$ cat config.mk
export PLATFORM = sky130hd
export DESIGN_NAME = quad_array_loader
export DESIGN_NICKNAME = d
export VERILOG_FILES = /design/src/rtl/quad_pkg.sv /design/src/rtl/quad_array_loader.sv
export SDC_FILE = /design/constraint.sdc
export NUM_CORES = 1
export LEC_CHECK = 0
export ABC_AREA = 1
export BUFFER_PORTS_ARGS = -buffer_cell sky130_fd_sc_hd__buf_4
export CAP_MARGIN = 20
export CORE_ASPECT_RATIO = 0.7
export CORE_MARGIN = 10
export CORE_UTILIZATION = 33
export DETAILED_ROUTE_END_ITERATION = 16
export HOLD_SLACK_MARGIN = 0.06
export SLEW_MARGIN = 25
export SYNTH_ARGS = -nofsm -noshare
export SYNTH_HDL_FRONTEND = slang
export SYNTH_SLANG_ARGS = --single-unit
$ cat constraint.sdc
create_clock -name clk -period 5 [get_ports clk]
set_input_delay 1 -clock clk [delete_from_list [all_inputs] [get_ports clk]]
set_output_delay 1 -clock clk [all_outputs]
set_load 0.05 [all_outputs]
$ cat src/rtl/quad_pkg.sv
// Shared constants and FSM encoding for the quadruple-counter array loader.
package quad_pkg;

    localparam int N  = 100;
    localparam int KW = 8;
    localparam int CW = 16;
    localparam int NB = (N + 7) / 8;

    typedef enum logic [1:0] {
        LOAD_K   = 2'd0,
        LOAD_ARR = 2'd1,
        SETTLE   = 2'd2,
        RESULT   = 2'd3
    } state_e;

endpackage

$ cat src/rtl/quad_array_loader.sv
// Byte-stream loader that feeds k and a packed array to the quadruple counter and returns its count.
// State | meaning: LOAD_K take k | LOAD_ARR pack array bytes | SETTLE hold array stable | RESULT offer count.
module quad_array_loader
    import quad_pkg::*;
#(
    parameter int N      = quad_pkg::N,
    parameter int KW     = quad_pkg::KW,
    parameter int CW     = quad_pkg::CW,
    parameter int SETTLE = 2
) (
    input  logic          clk,
    input  logic          rst,
    input  logic          in_valid,
    output logic          in_ready,
    input  logic [7:0]    in_data,
    output logic [N-1:0]  array_out,
    output logic [KW-1:0] k_out,
    output logic          array_valid,
    input  logic [CW-1:0] count_in,
    output logic          result_valid,
    input  logic          result_ready,
    output logic [CW-1:0] result
);

    localparam int NB = (N + 7) / 8;
    localparam int IW = (NB > 1) ? $clog2(NB) : 1;
    localparam int SW = 4;
    localparam logic [IW-1:0] LAST_IDX    = IW'(NB - 1);
    localparam logic [SW-1:0] SETTLE_LAST = SW'(SETTLE - 1);

    state_e        state_q, state_d;
    logic [IW-1:0] idx_q, idx_d;
    logic [SW-1:0] cnt_q, cnt_d;
    logic [N-1:0]  array_q, array_d;
    logic [KW-1:0] k_q, k_d;
    logic [CW-1:0] result_q, result_d;
    logic          in_ready_q, in_ready_d;
    logic          array_valid_q, array_valid_d;
    logic          result_valid_q, result_valid_d;
    logic          xfer;
    logic          last_byte;
    logic          settle_done;
    logic          res_hs;

    assign xfer        = in_valid && in_ready_q;
    assign last_byte   = (idx_q == LAST_IDX);
    assign settle_done = (cnt_q == SETTLE_LAST);
    assign res_hs      = result_valid_q && result_ready;

    // The parameter SETTLE shadows the enum literal, so the state is named through the package.
    always_comb begin
        state_d = state_q;
        case (state_q)
            LOAD_K:           if (xfer)              state_d = LOAD_ARR;
            LOAD_ARR:         if (xfer && last_byte) state_d = quad_pkg::SETTLE;
            quad_pkg::SETTLE: if (settle_done)       state_d = RESULT;
            RESULT:           if (res_hs)            state_d = LOAD_K;
            default:                                 state_d = LOAD_K;
        endcase
    end

    // Handshake flags are decoded from the next state so they leave the block as flops.
    always_comb begin
        in_ready_d     = (state_d == LOAD_K) || (state_d == LOAD_ARR);
        array_valid_d  = (state_d == quad_pkg::SETTLE) || (state_d == RESULT);
        result_valid_d = (state_d == RESULT);
    end

    always_comb begin
        idx_d    = idx_q;
        cnt_d    = cnt_q;
        array_d  = array_q;
        k_d      = k_q;
        result_d = result_q;
        case (state_q)
            LOAD_K: begin
                if (xfer) begin
                    k_d   = in_data[KW-1:0];
                    idx_d = '0;
                end
            end
            LOAD_ARR: begin
                if (xfer) begin
                    // Bits of the final byte that land at or above N have no target and drop out.
                    for (int j = 0; j < N; j++) begin
                        if (idx_q == IW'(j / 8)) begin
                            array_d[j] = in_data[j[2:0]];
                        end
                    end
                    if (last_byte) begin
                        cnt_d = '0;
                    end else begin
                        idx_d = idx_q + 1'b1;
                    end
                end
            end
            quad_pkg::SETTLE: begin
                cnt_d = cnt_q + 1'b1;
                if (settle_done) begin
                    result_d = count_in;
                end
            end
            default: ;
        endcase
    end

    always_ff @(posedge clk or posedge rst) begin
        if (rst) begin
            state_q        <= LOAD_K;
            idx_q          <= '0;
            cnt_q          <= '0;
            array_q        <= '0;
            k_q            <= '0;
            result_q       <= '0;
            in_ready_q     <= 1'b0;
            array_valid_q  <= 1'b0;
            result_valid_q <= 1'b0;
        end else begin
            state_q        <= state_d;
            idx_q          <= idx_d;
            cnt_q          <= cnt_d;
            array_q        <= array_d;
            k_q            <= k_d;
            result_q       <= result_d;
            in_ready_q     <= in_ready_d;
            array_valid_q  <= array_valid_d;
            result_valid_q <= result_valid_d;
        end
    end

    assign in_ready     = in_ready_q;
    assign array_out    = array_q;
    assign k_out        = k_q;
    assign array_valid  = array_valid_q;
    assign result_valid = result_valid_q;
    assign result       = result_q;

endmodule

# --- After elaboration in Yosys (flattened, before gate mapping) ---
# Cells that the tools add are included.
# W data, S select, Z words.
totals:
  inputBits: 28
  out_inout_bits: 127
  ff_bits: 137
classes:
  n_mux: 12
  eq_ne: 23
  n_reduce_logical: 27
  add_sub_neg: 2
op_table:
  columns: ["operator", "n"]
  rows:
  - ["$reduce_and A3 Y1", 14]
  - ["$eq A4 B4 Y1 const B", 5]
  - ["$mux W4", 5]
  - ["$eq A4 B3 Y1 const B", 4]
  - ["$pmux W4 S2", 2]
  - ["$add A4 B1 Y4 const B", 2]
  - ["$eq A2 B2 Y1 const B", 4]
  - ["$eq A4 B1 Y1 const B", 2]
  - ["$eq A4 B2 Y1 const B", 2]
  - ["$mux W2", 4]
  - ["$ne A2 B2 Y1 const B", 4]
  - ["$pmux W2 S4", 1]
  - ["$eq A2 B1 Y1 const B", 2]
  - ["$logic_not A2 Y1", 2]
  - ["$logic_not A4 Y1", 1]
  - ["$reduce_and A2 Y1", 2]
  - ["$reduce_and A4 Y1", 1]
  - ["$reduce_bool A2 Y1", 2]
  - ["$logic_and A1 B1 Y1", 3]
  - ["$logic_or A1 B1 Y1", 2]

# --- Depth between registers and ports, before layout ---
# Gate-level depths: netlist (run 1).
logic_depth:
  depth_word: 6
  ltp_mapped: 9

# --- Worst setup path before layout (run 1) ---
# No wires, ideal clock.
synth_timing:
  path_type: "input to register"
  from: "input in_valid"
  to: "register array_q[72] (netlist: array_out[72])"
  path_stages: 7
  required_ps: 4870
  t_arrival_ps: 1881
  path_slack_ps: 2989
  n_path_buf: 2
  setup_time_ps: 130
  path_cell_list: "nand2_1 nor2_1 buf_2 nand2_2 buf_2 nand2_1 o21ai_0"
synth_via:
  elab_chain_cells: 2
synth_rtl:
  columns: ["item", "line", "source"]
  rows:
  - ["from (decl)", "quad_array_loader.sv:13", "input logic in_valid,"]
  - ["$logic_and A1 B1 Y1", "quad_array_loader.sv:45", "assign xfer = in_valid && in_ready_q;"]
  - ["$reduce_and A3 Y1 (no source line)", null, null]
  - ["to (signal assigned)", "quad_array_loader.sv:122", "array_q <= array_d;"]
  - ["to (decl)", "quad_array_loader.sv:34", "logic [N-1:0] array_q, array_d;"]
# No other way between the ends.
# A chain may end at the register's enable or synchronous reset.

# --- Worst setup path after layout (run 1) ---
layout_timing:
  from: "input in_valid"
  to: "register array_q[14] (netlist: array_out[14])"
# The elaborated chain is that of the path after synthesis.

==> summary.txt, run 1 <==
commonest non-fill, non-tap cell in the layout = nand2_1
fin crit share = 47.96%
worst clock skew = 0.008844 ns
fillcell total = 1468
Layout area overhead = 37.23%
GR Layer Usage met1 = 19.94%
RSZ-0062 raised after global routing = false
CTS Buf Count = 17
GRT busiest layer = met1
vias per cell = 4.731
share of cells above drive strength 1 = 28.24%
first-pass GRT wire length = 24.88 mm
CTS tree = done
Synth Area per Inst = 9.503 um^2
initial antenna violation count = 0
syn_nets = 592
final setup TNS = 0 ns
Antenna Nets Post-Route = 0
switching power = 0.002572 W
synth warn = 0
Hold Buf Count CTS = 0
commonest non-fill, non-tap cells in the layout = 224 x nand2_1, 155 x buf_4, 136 x dfrtp_1
Die W = 171.5 um
Clock transition at path regs = 0.06 ns
Clk Latency, worst-skew pair = 0.42 ns
number of port buffers = 154
Hold Path Class = reg -> reg
Ports = 155
DRC Markers = 0
status = completed
met3 GRT Util = 8.271%
router iterations before antenna repair = 4
CP arrival = 2.68 ns
critical path data required time = 5.28 ns
Pint = 0.003024 W
# H-tree levels = 4
crit end category = flip-flop
DR vias = 4381
post-synth cell types = 20
total global-route track usage = 14.78%
vias in the first global route = 4391
Tightest Pin Transition = 1.037 ns
GR Layer Usage met2 = 19.78%
combinational power share = 44.7%
Final Setup Violations = 0
Area contributors post-synth = dfrtp_1 64%, nand2_1 16%, o21ai_0 7.5%, nand3_1 3.3%, inv_1 1.6%
post-CTS setup buffers = 0
Mapped Cells = 558
standard-cell rows = 38
WHS Path Cells = 2
Crit Path Max Fanout = 16
R2R depth = 7
Final GP Congestion = 0.8177
Switching Fraction = 45.96%
Initial Util = 33.90%
WL final = 15.84 mm
cell accounting for the most synthesized area = dfrtp_1
sequential element share of the synthesized area = 64.18%
area share of the largest cell type after synthesis = 64.18%
largest net degree at the start of global routing = 98
die area = 21620 um^2
Slew HR = 30.58%
PwrDens = 769.1 nW/um^2
fin crit period = 2.398 ns
clock sinks = 136
Mapped Area = 5303 um^2
Setup CP Type = in -> reg
Post-Layout Cell Count = 926
Bufs on Longest Clock Path = 2
P_leak = 3.776 nW
Die Ht = 126.1 um
n_diodes = 0
peak supply drop = 0.0003946 V
placed wire-length estimate = 11.46 mm
Core Area = 15640 um^2
# nets final = 747
Seq pwr share = 31.3%
FF+latch area = 3403 um^2
Starting DRT DRC Count = 400
Max Slew Vio Count = 0
fmax = 417.0 MHz
#FFs+latches synth = 136
clock share of power = 24.1%
Worst Setup Start Kind = input port
final hold viol count = 0
post-cts sizing count = 0
grt ovf = 0
Max-Cap Viols = 0
Placed Cells = 894
mean routed wirelength per cell = 17.11 um
root buf cell = clkbuf_16
area occupied by multi-input gates = 1715 um^2
## worst paths after layout
path                                            from                        end  slack (ns)
setup / recovery                            in_valid  array_out[14]$_DFFE_PP0P_        2.60
hold / removal             array_out[36]$_DFFE_PP0P_  array_out[36]$_DFFE_PP0P_        0.47
setup reg to reg                idx_q[1]$_DFFE_PP0P_  array_out[14]$_DFFE_PP0P_        2.70
hold reg to reg            array_out[36]$_DFFE_PP0P_  array_out[36]$_DFFE_PP0P_        0.47
max in group asynchronous                        rst   array_out[5]$_DFFE_PP0P_        3.17
min in group asynchronous                        rst  array_out[45]$_DFFE_PP0P_        0.77
## metal layers
layer	wire (um)	share of wire, %
met5	0	0
met4	112	0.71
met3	2076	13
met2	6216	39
met1	7436	47
## power groups by stage
stage	registers, W	logic (W)	clock network [W]
after detailed placement	0.00175	0.00254	0
final	0.00175	0.00250	0.00135
after global placement	0.00174	0.00250	0
after global routing	0.00180	0.00269	0.00142
after floorplan	0.00290	0.000556	0
after CTS	0.00175	0.00254	0.00137
## metrics by stage
| stage | cell area [um^2] | setup slack [ns] | total power [W] | hold slack [ns] | util [%] |
|---|---|---|---|---|---|
| 3_3_place_gp | 6635 | 2.250 | 0.004246 | 0.4576 | 42.42 |
| 4_1_cts | 7277 | 2.603 | 0.005654 | 0.4749 | 46.52 |
| 3_5_place_dp | 6635 | 2.156 | 0.004292 | 0.4624 | 42.42 |
| 6_report | 7277 | 2.602 | 0.005597 | 0.4683 | 46.52 |
| 5_1_grt | 7277 | 2.442 | 0.005905 | 0.5037 | 46.52 |
| 2_1_floorplan | 5303 | 0.3605 | 0.003451 | 0.5165 | - |
## area by class of cell
type	instances	area share, %
sequential	136	46.77
multi-input combinational	377	23.57
timing repair buffer	155	15.99
clock buffer	22	6.517
tap	200	3.439
clock inverter	10	2.304
inverter	26	1.410
## cell usage after synthesis
library cell	count
buf_2	12
clkbuf_1	7
dfrtp_1	136
ha_1	6
inv_1	23
inv_2	3
nand2_1	224
nand2_2	5
nand3_1	35
nand3_2	5
nand3b_1	2
nand4_1	1
nor2_1	10
nor2_4	2
nor3_2	1
nor3_4	1
o21ai_0	79
o21ai_1	2
or2_2	2
xnor2_1	2
## flip-flops by register name (all words and copies together), names as in the netlist
register and cells:
in_ready 1, state_q 1, idx_q 4, k_out 8
cnt_q 4, result_valid 1, array_out 100, result 16
array_valid 1
## worst max-delay path, cell delays in order
cell and delay, ns:
buf_4 0.07, nand2_1 0.14, nor2_1 0.82, nand3_2 0.40, nand2_1 0.14, o21ai_0 0.09
## kinds of logic after synthesis
family / Yosys count / synth area share (%)
buffers and inverters: 45 / 3.469
flip-flops: 136 / 64.18
AND/OR/NAND/NOR: 288 / 22.96
adder cells (fa/ha/maj): 6 / 1.416
XOR/XNOR: 2 / 0.3304
AO/OA/AOI/OAI: 81 / 7.645
Note: power is estimated with default switching activity, not from simulation.
==> run 2: changes to the inputs <==
- clock period: 5 -> 2.5 ns (I/O delays scaled with it)
==> summary.txt, run 2 (same netlist as run 1, synthesis figures left out) <==
post-CTS setup buffers = 0
Tightest Pin Transition = 0.5700 ns
Max-Cap Viols = 0
critical path data required time = 2.82 ns
peak supply drop = 0.0008361 V
mean routed wirelength per cell = 17.42 um
r2r setup slk = 0.71 ns
Worst path depth = 6
number of port buffers = 154
commonest non-fill, non-tap cells in the layout = 224 x nand2_1, 160 x buf_4, 136 x dfrtp_1
first-pass GRT wire length = 25.07 mm
Starting DRT DRC Count = 415
RR Startpoint = idx_q[0]$_DFFE_PP0P_
fillcell total = 1465
vias in the first global route = 4412
Final GP Congestion = 0.8817
RSZ-0062 raised after global routing = false
crit end category = flip-flop
initial antenna violation count = 0
Clk Latency, worst-skew pair = 0.42 ns
Initial Util = 33.90%
# H-tree levels = 4
max FFs per register = 100
root buf cell = clkbuf_16
beginning of the critical path = idx_q[0]$_DFFE_PP0P_
Bufs on Longest Clock Path = 2
fin crit share = 71.40%
total global-route track usage = 14.83%
die area = 21620 um^2
CP dominant cell by count = inv_1
Die W = 171.5 um
area occupied by multi-input gates = 1715 um^2
Setup CP Type = reg -> reg
CTS tree = done
P_leak = 3.797 nW
largest net degree at the start of global routing = 48
WL final = 16.24 mm
Critical Path Sink = array_out[7]$_DFFE_PP0P_
vias per cell = 4.737
post-cts sizing count = 0
Pwr Total = 0.01110 W
fin crit period = 1.785 ns
delay of the slowest cell on the worst path = 0.44 ns
Ports = 155
Max Slew Vio Count = 0
Final Setup Violations = 0
Clock transition at path regs = 0.06 ns
Layout area overhead = 37.94%
R2R depth = 6
clock sinks = 136
commonest non-fill, non-tap cell in the layout = nand2_1
Hold Path Class = in -> async
share of cells above drive strength 1 = 29.10%
worst-path cell chain = inv_1, ha_1, inv_1, nor2_1, nand3_2, o21ai_0
Antenna Nets Post-Route = 0
grt ovf = 0
fmax = 560.2 MHz
Crit Path Max Fanout = 16
n_diodes = 0
Hold Buf Count CTS = 0
status = completed
final setup TNS = 0 ns
Worst Setup Start Kind = flip-flop
Worst Path Buf+Inv = 2
Core Area = 15640 um^2
# nets final = 754
CTS Buf Count = 17
standard-cell rows = 38
placed wire-length estimate = 11.82 mm
DR vias = 4415
r2r endpoint = array_out[7]$_DFFE_PP0P_
worst clock skew = 0.006948 ns
critical path's slowest cell = dfrtp_1
FF+latch area = 3403 um^2
CP delay by family, top = simple AND/OR/NAND/NOR gates
DRC Markers = 0
router iterations before antenna repair = 4
Die Ht = 126.1 um
CP arrival = 2.11 ns
final hold viol count = 0
Slew HR = 61.60%
PwrDens = 1518 nW/um^2
## run 2: changes by cell type in the layout (fill, tap and decap cells not counted)
cell	delta
clkbuf_1	-2
clkinvlp_4	+3
clkinv_2	+3
clkinv_4	-3
buf_4	+5
buf_12	+2
bufinv_16	-1
clkbuf_8	-1
## run 2: worst min path at each step
| stage | startpoint | end | slack [ns] | cells past startpoint |
|---|---|---|---|---|
| floorplan | cnt_q[1]$_DFFE_PP0P_ | cnt_q[1]$_DFFE_PP0P_ | 0.52 | 2 |
| global placement | array_out[58]$_DFFE_PP0P_ | array_out[58]$_DFFE_PP0P_ | 0.46 | 2 |
| detailed placement | result[2]$_DFFE_PP0P_ | result[2]$_DFFE_PP0P_ | 0.47 | 2 |
| CTS | rst | array_out[40]$_DFFE_PP0P_ | 0.11 | 2 |
| global route | rst | array_out[40]$_DFFE_PP0P_ | 0.13 | 2 |
| finish | rst | array_out[40]$_DFFE_PP0P_ | 0.11 | 2 |
## run 2: final cells by class
type | instances | share of cell area [%]
timing repair buffer | 162 | 16.97
sequential | 136 | 46.53
clock buffer | 19 | 6.192
clock inverter | 12 | 2.053
inverter | 26 | 1.386
multi-input combinational | 377 | 23.45
tap | 200 | 3.421
## run 2: metrics by stage
stage	utilization (%)	cells	hold WS [ns]	instance area, um^2	setup slack (ns)
3_5_place_dp	42.91	901	0.4659	6711	0.7132
5_1_grt	46.76	932	0.1276	7315	0.4920
4_1_cts	46.76	932	0.1138	7315	0.7067
6_report	46.76	932	0.1097	7315	0.7149
2_1_floorplan	-	558	0.5165	5306	0.3069
3_3_place_gp	42.91	901	0.4576	6711	0.7628
## run 2: metal layers
metal | vias up | GRT usage, % | part of all wire (%)
met5 | - | 0 | 0
li1 | 2115 | - | -
met3 | 12 | 7.085 | 11
met2 | 168 | 20.01 | 40
met4 | 0 | 3.978 | 0.87
met1 | 2120 | 20.58 | 49
## run 2: power by group
group / total, W / leakage, nW / internal [W] / switching, W
sequential: 0.00351 / 1.74 / 0.00296 / 0.000549
combinational: 0.00504 / 1.76 / 0.00136 / 0.00367
clock: 0.00256 / 0.291 / 0.00161 / 0.000948
## run 2: worst register-to-register path, stage by stage, from the launching register on
cell     delay [ns]
dfrtp_1        0.44
inv_1          0.13
ha_1           0.20
inv_1          0.05
nor2_1         0.28
nand3_2        0.32
o21ai_0        0.28
==> run 3: changes to the inputs <==
- clock period: 2.5 -> 1.8 ns (I/O delays scaled with it)
==> summary.txt, run 3 (same netlist as run 1, synthesis figures left out) <==
DRC Markers = 0
CP arrival = 1.97 ns
first-pass GRT wire length = 25.50 mm
clock sinks = 136
die area = 21620 um^2
Starting DRT DRC Count = 360
Max Slew Vio Count = 0
WL final = 16.15 mm
n_diodes = 0
fin crit share = 91.41%
# nets final = 756
commonest non-fill, non-tap cell in the layout = nand2_1
Final Setup Violations = 0
standard-cell rows = 38
Die Ht = 126.1 um
Bufs on Longest Clock Path = 2
worst clock skew = 0.01185 ns
status = completed
CTS tree = done
largest net degree at the start of global routing = 115
Layout area overhead = 38.98%
fmax = 607.8 MHz
CP dominant cell by count = nand2_1
vias in the first global route = 4465
peak supply drop = 0.001305 V
grt ovf = 0
Final WS setup = 0.1546 ns
root buf cell = clkbuf_16
post-CTS setup buffers = 0
final setup TNS = 0 ns
Hold Path Class = in -> async
# H-tree levels = 4
pre-CTS setup slack = 0.01240 ns
RSZ-0062 raised after global routing = true
router iterations before antenna repair = 5
Initial Util = 33.90%
FF+latch area = 3403 um^2
P_leak = 3.828 nW
initial antenna violation count = 0
placed wire-length estimate = 11.65 mm
delay of the slowest cell on the worst path = 0.36 ns
area occupied by multi-input gates = 1755 um^2
final hold viol count = 0
max FFs per register = 100
CTS Buf Count = 17
critical path's slowest cell = dfrtp_1
critical path data required time = 2.12 ns
fillcell total = 1479
Crit Path Max Fanout = 17
Ports = 155
number of port buffers = 154
Final GP Congestion = 0.8182
DR vias = 4382
Max-Cap Viols = 0
Setup CP Type = reg -> reg
share of cells above drive strength 1 = 29.66%
vias per cell = 4.687
Worst Setup Start Kind = flip-flop
Antenna Nets Post-Route = 0
commonest non-fill, non-tap cells in the layout = 223 x nand2_1, 163 x buf_4, 136 x dfrtp_1
PwrDens = 2126 nW/um^2
mean routed wirelength per cell = 17.27 um
Slew HR = 56.39%
Clk Latency, worst-skew pair = 0.41 ns
fin crit period = 1.645 ns
total global-route track usage = 14.92%
Die W = 171.5 um
crit end category = flip-flop
Clock transition at path regs = 0.06 ns
Tightest Pin Transition = 0.6542 ns
Core Area = 15640 um^2
worst-path cell chain = nand2_1, nor2_1, nand2_1, o21ai_0
==> run 3: metrics by stage <==
step / std cells / power (W) / utilization (%) / cell area (um^2) / hold WS, ns
final: 935 / 0.01567 / 47.11 / 7370 / 0.05877
after global routing: 935 / 0.01649 / 47.11 / 7370 / 0.08607
after CTS: 935 / 0.01572 / 46.86 / 7330 / 0.06493
after detailed placement: 903 / 0.01199 / 42.92 / 6714 / 0.4628
after global placement: 903 / 0.01187 / 42.92 / 6714 / 0.4545
after floorplan: 558 / 0.009588 / - / 5306 / 0.4696
==> run 3: repair_timing <==
item | 4_1_cts | 5_1_grt
gates cloned | 0 | 0
hold buffers | 0 | 0
setup endpoints to repair | 1 | 49
gates resized for setup | 0 | 9
==> run 3: cell type report <==
| type | count | share of cell area [%] |
|---|---|---|
| Inverter | 26 | 1.375 |
| Clock inverter | 14 | 2.530 |
| Tap cell | 200 | 3.396 |
| Clock buffer | 18 | 5.823 |
| Multi-Input combinational cell | 377 | 23.82 |
| Sequential cell | 136 | 46.18 |
| Timing Repair Buffer | 164 | 16.88 |
==> run 3: power by group <==
part	switching (W)	leakage (nW)	internal [W]
Combinational	0.00517	1.78	0.00194
Clock	0.00145	0.301	0.00223
Sequential	0.000774	1.74	0.00411
Total	0.00739	3.83	0.00827
==> run 3: path summary, 6_finish.rpt <==
kind                                            from                   endpoint  slack [ns]  cells past startpoint
min reg2reg                array_out[36]$_DFFE_PP0P_  array_out[36]$_DFFE_PP0P_        0.47                      2
min in group clk                         count_in[0]      result[0]$_DFFE_PP0P_        0.14                      3
max                               in_ready$_DFF_PP0_       k_out[7]$_DFFE_PP0P_        0.15                      4
min                                              rst     result[11]$_DFFE_PP0P_        0.06                      3
max reg2reg                       in_ready$_DFF_PP0_       k_out[7]$_DFFE_PP0P_        0.15                      4
max in group asynchronous                        rst       k_out[4]$_DFFE_PP0P_        1.16                      3
==> run 3: routing by layer <==
| metal | share of wire, % | global-route usage [%] | wire length [um] | vias to the layer above |
|---|---|---|---|---|
| met5 | 0 | 0 | 0 | - |
| met4 | 0.93 | 4.080 | 150 | 0 |
| met3 | 10 | 6.024 | 1662 | 13 |
| met2 | 40 | 20.04 | 6527 | 168 |
| met1 | 48 | 21.41 | 7806 | 2081 |
| li1 | - | - | - | 2120 |
==> run 3: critical path, delay by kind of cell, from the launching register on <==
family | cells | cell delay (ns)
and+or+nand+nor | 3 | 0.91
DFF | 1 | 0.36
AOI/OAI and AO/OA | 1 | 0.29
